### src/rtl/csc_expand_if.sv
// csc_expand_if: groups the descriptor input, the element output stream and the
// status outputs of csc_expand. The slave modport is the expander's view and the
// master modport is the surrounding environment's view.
interface csc_expand_if #(
    parameter int IDX_W = 8
);
    // descriptor from the upstream generator
    logic [4*IDX_W-1:0] Scol_index;
    logic [31:0]        S_val_i0;
    logic [31:0]        S_val_i1;
    logic [31:0]        S_val_i2;
    logic [31:0]        S_val_i3;
    logic [31:0]        S_val_r0;
    logic [31:0]        S_val_r1;
    logic [31:0]        S_val_r2;
    logic [31:0]        S_val_r3;
    logic [2:0]         S_nnz;
    logic               S_vld_o;
    logic               S_rdy_o;
    // expanded element stream
    logic [IDX_W-1:0]   e_row;
    logic [IDX_W-1:0]   e_col;
    logic [31:0]        e_val_i;
    logic [31:0]        e_val_r;
    logic               e_last_row;
    logic               e_last;
    logic               e_vld;
    logic               e_rdy;
    // status
    logic               err_o;
    logic [15:0]        mat_cnt;

    modport slave (
        input  Scol_index, S_val_i0, S_val_i1, S_val_i2, S_val_i3,
        input  S_val_r0, S_val_r1, S_val_r2, S_val_r3, S_nnz, S_vld_o,
        output S_rdy_o,
        output e_row, e_col, e_val_i, e_val_r, e_last_row, e_last, e_vld,
        input  e_rdy,
        output err_o, mat_cnt
    );

    modport master (
        output Scol_index, S_val_i0, S_val_i1, S_val_i2, S_val_i3,
        output S_val_r0, S_val_r1, S_val_r2, S_val_r3, S_nnz, S_vld_o,
        input  S_rdy_o,
        input  e_row, e_col, e_val_i, e_val_r, e_last_row, e_last, e_vld,
        output e_rdy,
        input  err_o, mat_cnt
    );
endinterface

### src/rtl/csc_expand.sv
// csc_expand: expands a circulant-matrix descriptor (up to four first-row
// nonzeros) into a stream of every nonzero, row by row, one element per cycle.
// Optional feature: define CSC_EXPAND_MATCNT_EN to build the completed-matrix
// counter on mat_cnt; without it mat_cnt is tied to zero.
module csc_expand #(
    parameter int MAT_RANK = 256,
    parameter int IDX_W    = $clog2(MAT_RANK)
) (
    input  logic         clk,
    input  logic         rst_n,
    csc_expand_if.slave  bus
);

    localparam logic [0:0]       ST_IDLE  = 1'b0;
    localparam logic [0:0]       ST_EMIT  = 1'b1;
    localparam logic [IDX_W-1:0] LAST_IDX = IDX_W'(MAT_RANK - 1);

    // unpacked view of the incoming descriptor
    logic [IDX_W-1:0] in_idx   [4];
    logic [31:0]      in_val_r [4];
    logic [31:0]      in_val_i [4];
    logic [1:0]       in_nnz_last;
    logic [3:0]       idx_bad;

    assign in_val_r[0] = bus.S_val_r0;
    assign in_val_r[1] = bus.S_val_r1;
    assign in_val_r[2] = bus.S_val_r2;
    assign in_val_r[3] = bus.S_val_r3;
    assign in_val_i[0] = bus.S_val_i0;
    assign in_val_i[1] = bus.S_val_i1;
    assign in_val_i[2] = bus.S_val_i2;
    assign in_val_i[3] = bus.S_val_i3;

    // state and registered outputs
    logic [0:0]       state_q, state_d;
    logic             rdy_q, rdy_d;
    logic             err_q, err_d;
    logic             vld_q, vld_d;
    logic             last_q, last_d;
    logic             last_row_q, last_row_d;
    logic [IDX_W-1:0] row_q, row_d;
    logic [IDX_W-1:0] col_out_q, col_out_d;
    logic [31:0]      val_r_out_q, val_r_out_d;
    logic [31:0]      val_i_out_q, val_i_out_d;
    // latched descriptor; col_q[k] tracks slot k's column on the current row
    logic [1:0]       slot_q, slot_d;
    logic [1:0]       nnz_last_q, nnz_last_d;
    logic [IDX_W-1:0] col_q   [4];
    logic [IDX_W-1:0] col_d   [4];
    logic [IDX_W-1:0] col_inc [4];
    logic [31:0]      val_r_q [4];
    logic [31:0]      val_r_d [4];
    logic [31:0]      val_i_q [4];
    logic [31:0]      val_i_d [4];
    logic [1:0]       slot_nx;

    assign slot_nx = slot_q + 2'd1;

    // per-slot index extraction, range check and modular column increment
    // (wrap by compare so non-power-of-two ranks never overflow)
    for (genvar gi = 0; gi < 4; gi++) begin : g_slot
        assign in_idx[gi]  = bus.Scol_index[gi*IDX_W +: IDX_W];
        assign idx_bad[gi] = (2'(gi) <= in_nnz_last) &&
                             ({1'b0, in_idx[gi]} >= (IDX_W+1)'(MAT_RANK));
        assign col_inc[gi] = (col_q[gi] == LAST_IDX) ? '0 : col_q[gi] + IDX_W'(1);
    end

    // effective nnz minus one: codes 0..2 mean 2, 3 means 3, 4..7 mean 4
    always_comb begin
        case (bus.S_nnz)
            3'd0, 3'd1, 3'd2: in_nnz_last = 2'd1;
            3'd3:             in_nnz_last = 2'd2;
            default:          in_nnz_last = 2'd3;
        endcase
    end

    // next-state: accept/drop descriptors in IDLE, advance the element in EMIT
    always_comb begin
        state_d     = state_q;
        rdy_d       = rdy_q;
        err_d       = 1'b0;
        vld_d       = vld_q;
        last_d      = last_q;
        last_row_d  = last_row_q;
        row_d       = row_q;
        col_out_d   = col_out_q;
        val_r_out_d = val_r_out_q;
        val_i_out_d = val_i_out_q;
        slot_d      = slot_q;
        nnz_last_d  = nnz_last_q;
        for (int k = 0; k < 4; k++) begin
            col_d[k]   = col_q[k];
            val_r_d[k] = val_r_q[k];
            val_i_d[k] = val_i_q[k];
        end
        rdy_d = (state_q == ST_IDLE);
        case (state_q)
            ST_IDLE: begin
                if (rdy_q && bus.S_vld_o) begin
                    if (|idx_bad) begin
                        err_d = 1'b1;
                    end else begin
                        state_d     = ST_EMIT;
                        rdy_d       = 1'b0;
                        vld_d       = 1'b1;
                        row_d       = '0;
                        slot_d      = 2'd0;
                        nnz_last_d  = in_nnz_last;
                        col_out_d   = in_idx[0];
                        val_r_out_d = in_val_r[0];
                        val_i_out_d = in_val_i[0];
                        last_row_d  = 1'b0;
                        last_d      = 1'b0;
                        for (int k = 0; k < 4; k++) begin
                            col_d[k]   = in_idx[k];
                            val_r_d[k] = in_val_r[k];
                            val_i_d[k] = in_val_i[k];
                        end
                    end
                end
            end
            default: begin
                if (vld_q && bus.e_rdy) begin
                    if (last_q) begin
                        state_d    = ST_IDLE;
                        rdy_d      = 1'b1;
                        vld_d      = 1'b0;
                        last_d     = 1'b0;
                        last_row_d = 1'b0;
                    end else if (last_row_q) begin
                        // nnz >= 2, so slot 0 of a new row is never row-last
                        row_d       = row_q + IDX_W'(1);
                        slot_d      = 2'd0;
                        col_out_d   = col_inc[0];
                        val_r_out_d = val_r_q[0];
                        val_i_out_d = val_i_q[0];
                        last_row_d  = 1'b0;
                        last_d      = 1'b0;
                        for (int k = 0; k < 4; k++) begin
                            col_d[k] = col_inc[k];
                        end
                    end else begin
                        slot_d      = slot_nx;
                        col_out_d   = col_q[slot_nx];
                        val_r_out_d = val_r_q[slot_nx];
                        val_i_out_d = val_i_q[slot_nx];
                        last_row_d  = (slot_nx == nnz_last_q);
                        last_d      = (slot_nx == nnz_last_q) && (row_q == LAST_IDX);
                    end
                end
            end
        endcase
    end

    // state and output registers
    always_ff @(posedge clk or negedge rst_n) begin
        if (!rst_n) begin
            state_q     <= ST_IDLE;
            rdy_q       <= 1'b0;
            err_q       <= 1'b0;
            vld_q       <= 1'b0;
            last_q      <= 1'b0;
            last_row_q  <= 1'b0;
            row_q       <= '0;
            col_out_q   <= '0;
            val_r_out_q <= '0;
            val_i_out_q <= '0;
            slot_q      <= 2'd0;
            nnz_last_q  <= 2'd1;
            for (int k = 0; k < 4; k++) begin
                col_q[k]   <= '0;
                val_r_q[k] <= '0;
                val_i_q[k] <= '0;
            end
        end else begin
            state_q     <= state_d;
            rdy_q       <= rdy_d;
            err_q       <= err_d;
            vld_q       <= vld_d;
            last_q      <= last_d;
            last_row_q  <= last_row_d;
            row_q       <= row_d;
            col_out_q   <= col_out_d;
            val_r_out_q <= val_r_out_d;
            val_i_out_q <= val_i_out_d;
            slot_q      <= slot_d;
            nnz_last_q  <= nnz_last_d;
            for (int k = 0; k < 4; k++) begin
                col_q[k]   <= col_d[k];
                val_r_q[k] <= val_r_d[k];
                val_i_q[k] <= val_i_d[k];
            end
        end
    end

`ifdef CSC_EXPAND_MATCNT_EN
    logic [15:0] mat_cnt_q, mat_cnt_d;

    // count completed matrices on the final element handshake, wrapping
    always_comb begin
        mat_cnt_d = mat_cnt_q;
        if ((state_q == ST_EMIT) && vld_q && bus.e_rdy && last_q) begin
            mat_cnt_d = mat_cnt_q + 16'd1;
        end
    end

    // matrix counter register
    always_ff @(posedge clk or negedge rst_n) begin
        if (!rst_n) begin
            mat_cnt_q <= '0;
        end else begin
            mat_cnt_q <= mat_cnt_d;
        end
    end

    assign bus.mat_cnt = mat_cnt_q;
`else
    assign bus.mat_cnt = 16'd0;
`endif

    assign bus.S_rdy_o    = rdy_q;
    assign bus.err_o      = err_q;
    assign bus.e_vld      = vld_q;
    assign bus.e_last     = last_q;
    assign bus.e_last_row = last_row_q;
    assign bus.e_row      = row_q;
    assign bus.e_col      = col_out_q;
    assign bus.e_val_r    = val_r_out_q;
    assign bus.e_val_i    = val_i_out_q;

endmodule

### src/flat_wrapper.sv
// flat-port wrapper written by rule: the top's interface ports become plain ports
module csc_expand_flat 
#(
    parameter int MAT_RANK = 256,
    parameter int IDX_W    = $clog2(MAT_RANK)
)
  (clk, rst_n, bus_Scol_index, bus_S_val_i0, bus_S_val_i1, bus_S_val_i2, bus_S_val_i3, bus_S_val_r0, bus_S_val_r1, bus_S_val_r2, bus_S_val_r3, bus_S_nnz, bus_S_vld_o, bus_S_rdy_o, bus_e_row, bus_e_col, bus_e_val_i, bus_e_val_r, bus_e_last_row, bus_e_last, bus_e_vld, bus_e_rdy, bus_err_o, bus_mat_cnt);
  csc_expand_if #(.IDX_W(IDX_W)) bus_i ();
  input  logic clk;
  input  logic rst_n;
  input wire logic [$bits(bus_i.Scol_index)-1:0] bus_Scol_index;
  input wire logic [$bits(bus_i.S_val_i0)-1:0] bus_S_val_i0;
  input wire logic [$bits(bus_i.S_val_i1)-1:0] bus_S_val_i1;
  input wire logic [$bits(bus_i.S_val_i2)-1:0] bus_S_val_i2;
  input wire logic [$bits(bus_i.S_val_i3)-1:0] bus_S_val_i3;
  input wire logic [$bits(bus_i.S_val_r0)-1:0] bus_S_val_r0;
  input wire logic [$bits(bus_i.S_val_r1)-1:0] bus_S_val_r1;
  input wire logic [$bits(bus_i.S_val_r2)-1:0] bus_S_val_r2;
  input wire logic [$bits(bus_i.S_val_r3)-1:0] bus_S_val_r3;
  input wire logic [$bits(bus_i.S_nnz)-1:0] bus_S_nnz;
  input wire logic [$bits(bus_i.S_vld_o)-1:0] bus_S_vld_o;
  output wire logic [$bits(bus_i.S_rdy_o)-1:0] bus_S_rdy_o;
  output wire logic [$bits(bus_i.e_row)-1:0] bus_e_row;
  output wire logic [$bits(bus_i.e_col)-1:0] bus_e_col;
  output wire logic [$bits(bus_i.e_val_i)-1:0] bus_e_val_i;
  output wire logic [$bits(bus_i.e_val_r)-1:0] bus_e_val_r;
  output wire logic [$bits(bus_i.e_last_row)-1:0] bus_e_last_row;
  output wire logic [$bits(bus_i.e_last)-1:0] bus_e_last;
  output wire logic [$bits(bus_i.e_vld)-1:0] bus_e_vld;
  input wire logic [$bits(bus_i.e_rdy)-1:0] bus_e_rdy;
  output wire logic [$bits(bus_i.err_o)-1:0] bus_err_o;
  output wire logic [$bits(bus_i.mat_cnt)-1:0] bus_mat_cnt;
  assign bus_i.Scol_index = bus_Scol_index;
  assign bus_i.S_val_i0 = bus_S_val_i0;
  assign bus_i.S_val_i1 = bus_S_val_i1;
  assign bus_i.S_val_i2 = bus_S_val_i2;
  assign bus_i.S_val_i3 = bus_S_val_i3;
  assign bus_i.S_val_r0 = bus_S_val_r0;
  assign bus_i.S_val_r1 = bus_S_val_r1;
  assign bus_i.S_val_r2 = bus_S_val_r2;
  assign bus_i.S_val_r3 = bus_S_val_r3;
  assign bus_i.S_nnz = bus_S_nnz;
  assign bus_i.S_vld_o = bus_S_vld_o;
  assign bus_S_rdy_o = bus_i.S_rdy_o;
  assign bus_e_row = bus_i.e_row;
  assign bus_e_col = bus_i.e_col;
  assign bus_e_val_i = bus_i.e_val_i;
  assign bus_e_val_r = bus_i.e_val_r;
  assign bus_e_last_row = bus_i.e_last_row;
  assign bus_e_last = bus_i.e_last;
  assign bus_e_vld = bus_i.e_vld;
  assign bus_i.e_rdy = bus_e_rdy;
  assign bus_err_o = bus_i.err_o;
  assign bus_mat_cnt = bus_i.mat_cnt;
  csc_expand #(.MAT_RANK(MAT_RANK), .IDX_W(IDX_W)) u_core (.clk(clk), .rst_n(rst_n), .bus(bus_i));
endmodule
### config.mk
export PLATFORM = sky130hd
export DESIGN_NAME = csc_expand_flat
export DESIGN_NICKNAME = d
export VERILOG_FILES = /design/src/rtl/csc_expand_if.sv /design/src/rtl/csc_expand.sv /design/src/flat_wrapper.sv
export SDC_FILE = /design/constraint.sdc
export NUM_CORES = 1
export LEC_CHECK = 0
export BUFFER_PORTS_ARGS = -buffer_cell sky130_fd_sc_hd__buf_2
export CAP_MARGIN = 30
export CORE_UTILIZATION = 55
export DETAILED_ROUTE_END_ITERATION = 7
export MAX_ROUTING_LAYER = met4
export PLACE_DENSITY = 0.81
export SKIP_LAST_GASP = 1
export SYNTH_ARGS = -nofsm -noshare
export SYNTH_HDL_FRONTEND = slang
export SYNTH_SLANG_ARGS = --single-unit
### constraint.sdc
create_clock -name clk -period 3.3 [get_ports clk]
set_input_delay 0.66 -clock clk [delete_from_list [all_inputs] [get_ports clk]]
set_output_delay 0.66 -clock clk [all_outputs]
set_load 0.01 [all_outputs]
Word level (Yosys, flattened, before mapping)
Cells that the tools add are included.

word-level totals
  register bits = 377
  input bits = 295
  output and inout port bits = 101
  word-level logic and storage cells = 121

cells by class
  $add $sub $neg = 6
  magnitude comparators = 1
  equal/unequal tests = 13
  muxes and demuxes = 65
  bitwise gates (word level) = 2
  reductions and logical operators = 11

operators by type and width
  kind                                                              number
  32-bit 2-to-1 mux                                                 19
  32-bit binary-select mux with 2-bit select                        2
  8-bit 2-to-1 mux                                                  16
  8-bit by 1-bit adder with 8-bit output (second input constant)    5
  8-bit == test (second input constant)                             5
  1-bit 2-to-1 mux                                                  21
  8-bit binary-select mux with 2-bit select                         1
  2-bit 2-to-1 mux                                                  5
  2-bit != test (second input constant)                             4
  3-bit by 2-bit == test with 1-bit output (second input constant)  2
  3-bit AND reduction                                               2
  2-bit case mux with 2 select lines                                1
  2-bit AND reduction                                               2
  4-bit AND reduction                                               1
  3-bit by 1-bit == test with 1-bit output (second input constant)  1
  3-bit >= comparator (second input constant)                       1
  1-bit logical AND                                                 3
  3-bit zero test                                                   1
  2-bit NOT with 3-bit output                                       1
  3-bit OR reduction                                                1
  2-bit by 1-bit adder with 2-bit output (second input constant)    1
  2-bit == test                                                     1
  2-bit nonzero test                                                1
  1-bit NOT                                                         1

Depth between registers and ports, before layout
  depth in word-level cells = 9
  gate-level depth with buffers = 8
  depth with buffers taken out = 5

Worst setup path after synthesis
OpenSTA, ideal clock, no wires.

  kind = in2reg
  start point = input bus_S_vld_o
  end point = register u_core.col_q[1] in the netlist's numbering
  library setup time = 0.126 ns
  data arrival time = 1.653 ns
  data required time = 3.174 ns
  slack = 1.521 ns
  stages = 6
  buffers on the path = 3
  cells stage by stage = and3b_1 buf_2 o21ai_2 buf_4 buf_4 a221o_1

between the ends
  word-level cells in the longest chain between the ends = 3

ends and longest elaborated chain
  element                               line                text
  start: declaration                    flat_wrapper.sv:21  input wire logic [$bits(bus_i.S_vld_o)-1:0] bus_S_vld_o;
  1-bit logical AND                     csc_expand.sv:99    if (rdy_q && bus.S_vld_o) begin
  2-bit nonzero test (no source line)   -
  4-bit AND reduction (no source line)  -
  end signal: indexed assignment        csc_expand.sv:189   col_q[k] <= col_d[k];
  end: declaration                      csc_expand.sv:48    logic [IDX_W-1:0] col_q [4];

No other way between the ends.
A chain may end at the register's enable or synchronous reset.

Final worst setup path
  start point = register u_core.slot_q[0]
  end point = register u_core.val_r_out_q[31] (netlist: u_core.bus.e_val_r[31])

between the ends
  word-level cells in the longest chain between the ends = 9

ends and longest elaborated chain
  element                                                line               text
  start: declaration                                     csc_expand.sv:46   logic [1:0] slot_q, slot_d;
  start signal: assignment                               csc_expand.sv:186  slot_q <= slot_d;
  2-bit by 1-bit adder with 2-bit output                 csc_expand.sv:57   assign slot_nx = slot_q + 2'd1;
  2-bit NOT with 3-bit output (not written as such)      csc_expand.sv:145  val_r_out_d = val_r_q[slot_nx];
  32-bit binary-select mux with 2-bit select             csc_expand.sv:145
  32-bit 2-to-1 mux (not written as such) (2 in series)  csc_expand.sv:145
  32-bit 2-to-1 mux                                      csc_expand.sv:130  end else if (last_row_q) begin
  32-bit 2-to-1 mux                                      csc_expand.sv:124  if (last_q) begin
  32-bit 2-to-1 mux                                      csc_expand.sv:123  if (vld_q && bus.e_rdy) begin
  32-bit 2-to-1 mux                                      csc_expand.sv:97   case (state_q)
  end signal: assignment                                 csc_expand.sv:184  val_r_out_q <= val_r_out_d;
  end: declaration                                       csc_expand.sv:43   logic [31:0] val_r_out_q, val_r_out_d;

No other way between the ends. The select of a mux whose other input is x is not followed.

==> impl_metrics.env <==
export IMPL_leakage_nw=10.7
export IMPL_synth_cells=1962
export IMPL_antenna_left=0
export IMPL_status="finished clean"
export IMPL_yosys_most_used_dff="dfrtp_1"
export IMPL_grt_max_degree=194
export IMPL_grt_pass1_wl_um=82500
export IMPL_routed_wl_um=51900
export IMPL_overflow=0
export IMPL_layout_common_cells="832 x nand2_1, 377 x buf_2, 374 x dfrtp_1, 122 x a21oi_1, 86 x nor2_1"
export IMPL_multi_input_area_um2=7350
export IMPL_worst_endpoint_arrival_ps=2940
export IMPL_worstPathCellList="a21o_4 > and2_4 > a222oi_1 > a21oi_1"
export IMPL_crit_cells=4
export IMPL_cts_resized=0
export IMPL_ir_worst_vdd_mv=0.533
export IMPL_slew_violations=0
export IMPL_maxCapViolations=0
export IMPL_start_kind="flop"
export IMPL_startpoint="u_core.slot_q[0]$_DFFE_PN0P_"
export IMPL_clock_skew_ps=14.1
export IMPL_hold_path_class="primary input to async pin"
export IMPL_r2r_start="u_core.slot_q[0]$_DFFE_PN0P_"
export IMPL_rrSetupSlack_ps=810
export IMPL_final_common_cell="nand2_1"
export IMPL_drt_pass1_iter_count=8
export IMPL_insertion_delay_ps=540
export IMPL_cts_buffer_depth=3
export IMPL_seq_power_share_pct=42.7
export IMPL_cp_max_fo=58
export IMPL_drt_iter0_markers=1832
export IMPL_initial_core_util_pct=56.6
export IMPL_die_w_um=180
export IMPL_finalNetCount=2569
export IMPL_numCtsBuffers=41
export IMPL_syn_area_um2=17500
export IMPL_cts_tree="built"
export IMPL_relSlewSlack_pct=36.7
export IMPL_placed_area_um2=19500
export IMPL_fp_coreArea_um2=30900
export IMPL_criticalPathCategory="flop to flop"
export IMPL_netSwitchingPower_mw=7.37
export IMPL_setup_tns_ps=0
export IMPL_fin_crit_ps=2490
export IMPL_cts_max_level=2
export IMPL_via_per_inst=5.86
export IMPL_grtUsageTotal_pct=32.8
export IMPL_fillCellCount=2445
export IMPL_finalCritPeriodShare_pct=75.3
export IMPL_postCtsSetupRepairBufs=0
export IMPL_hold_viol_final=0
export IMPL_crit_reg2reg_capture="u_core.bus.e_val_r[31]$_DFFE_PN0P_"
export IMPL_grt_pass1_vias=15700
export IMPL_row_count=64
export IMPL_critPathBufInv=0
export IMPL_syn2layout_area_growth_pct=19.3
export IMPL_holdBufCountCts=0
export IMPL_drt_wirelength_per_cell_um=19.1
export IMPL_final_core_util_pct=67.5
export IMPL_fin_area_um2=20900
export IMPL_worst_pin_slew_ps=949
export IMPL_rsz0062_at_grt="false"
export IMPL_clock_sinks=377
export IMPL_routabilityCongestion=0.945
export IMPL_power_frac_comb_pct=33.9
export IMPL_dp_hpwl_um=33100
export IMPL_drc=0
export IMPL_syn_area_per_cell_um2=8.92
export IMPL_cp_required_ps=3750
export IMPL_yosysSeqAreaShare_pct=53.9
export IMPL_cp_slowest_cell="dfrtp_4"
export IMPL_clockPowerShare_pct=23.4
export IMPL_ys_ff_latch=377
export IMPL_crit_path_end_kind="flop"
export IMPL_seq_area_um2=9440
export IMPL_cp_top_family="flip-flops"
export IMPL_critPathCapture="u_core.bus.e_val_r[31]$_DFFE_PN0P_"
export IMPL_io_buffers=378
export IMPL_io_pins=396
export IMPL_holdWs_ps=88.6
export IMPL_ys_types=63
export IMPL_setup_violations=0
export IMPL_root_buffer="clkbuf_16"
export IMPL_clk_pin_slew_ps=60
export IMPL_synth_edf_count=0
export IMPL_vias=15900
export IMPL_antenna_found_initial=16
export IMPL_swShare_pct=37.6
export IMPL_yosys_warnings=0
export IMPL_drive_gt1_share_pct=23.7
export IMPL_die_area_um2=32500
export IMPL_r2r_cells=4
export IMPL_async_flop_share_pct=100
export IMPL_fmax_mhz=402
export IMPL_internal_power_mw=12.2
export IMPL_chipHeight_um=180
export IMPL_max_stage_delay_ps=870
export IMPL_power_density_nw_per_um2=939
## Yosys cell counts (8+ instances only)
master      n  area share, %
buf_1      10           0.21
and2_1     11           0.39
a222oi_1   47            2.7
nand4_1     8           0.29
dfrtp_1   376             54
buf_4      29            1.2
mux2i_1    17           0.97
nand3_1    28           0.80
nand2_1   833             18
mux2_2     54            3.5
a21oi_1   122            3.5
buf_2      49            1.4
and3_1     10           0.36
clkbuf_1   63            1.4
o21ai_0    53            1.5
nor2_1     87            1.9
a221o_1    11           0.63
o211ai_1   11           0.47
a221oi_1   13           0.65
## per-layer routing
| metal | share of wire, % | vias to the layer above | GRT usage [%] |
|---|---|---|---|
| met5 | 0 | - | - |
| met4 | 4.8 | 0 | 16.4 |
| met3 | 8.4 | 171 | 5.42 |
| met2 | 48 | 854 | 51.6 |
| met1 | 39 | 7663 | 41.3 |
| li1 | - | 7206 | - |
## flip-flops by register name (all words and copies together) (netlist names)
signal,count
u_core.bus.e_val_r,32
u_core.bus.e_last,1
u_core.bus.e_row,8
u_core.col_q,32
u_core.nnz_last_q,2
u_core.bus.e_last_row,1
u_core.bus.e_vld,1
u_core.bus.e_val_i,32
u_core.state_q,1
u_core.bus.S_rdy_o,1
u_core.val_r_q,128
u_core.slot_q,2
u_core.bus.e_col,8
u_core.val_i_q,128
## kinds of logic after synthesis
kind of cell | after synthesis | share of synthesized area [%]
AOI/OAI and AO/OA | 313 | 12.1
and+or+nand+nor | 1021 | 23.4
DFF | 377 | 53.9
adders and majority gates | 5 | 0.357
muxes | 77 | 5.22
other | 1 | 0.0214
buffers and inverters | 160 | 4.62
xor gates and xnor gates | 8 | 0.400
## through the flow
stage                     instances  power [mW]  setup WS [ps]
after floorplan                1978        12.5           1520
after global placement         2622        14.6            893
after detailed placement       2622        14.9            909
after CTS                      2695        19.6            931
after global routing           2711        20.8            734
final                          2711        19.6            814
## worst min path at each step
stage / from / to / slack [ps] / cells after the start
floorplan: rst_n / u_core.bus.S_rdy_o$_DFF_PN0_ / 360 / 0
global placement: u_core.val_i_q[34]$_DFFE_PN0P_ / u_core.val_i_q[34]$_DFFE_PN0P_ / 450 / 2
detailed placement: u_core.nnz_last_q[0]$_DFFE_PN1P_ / u_core.nnz_last_q[0]$_DFFE_PN1P_ / 450 / 2
CTS: rst_n / u_core.col_q[0]$_DFFE_PN0P_ / 100 / 1
global route: rst_n / u_core.col_q[10]$_DFFE_PN0P_ / 120 / 1
finish: rst_n / u_core.col_q[13]$_DFFE_PN0P_ / 90 / 1
## power groups by stage
stage / registers (mW) / clock network, mW / logic (mW)
final: 8.38 / 4.58 / 6.65
after global routing: 8.60 / 4.82 / 7.34
after CTS: 8.31 / 4.62 / 6.62
after detailed placement: 8.35 / 0 / 6.56
after global placement: 8.26 / 0 / 6.34
after floorplan: 8.01 / 0 / 4.51
## layout make-up
type	instances	area share, %
Antenna cell	16	0.192
Clock buffer	59	5.72
Clock inverter	14	0.707
Inverter	4	0.0719
Multi-Input combinational cell	1441	35.2
Sequential cell	377	45.2
Tap cell	396	2.37
Timing Repair Buffer	404	10.5
No activity file was read; power rests on OpenSTA's default activity.
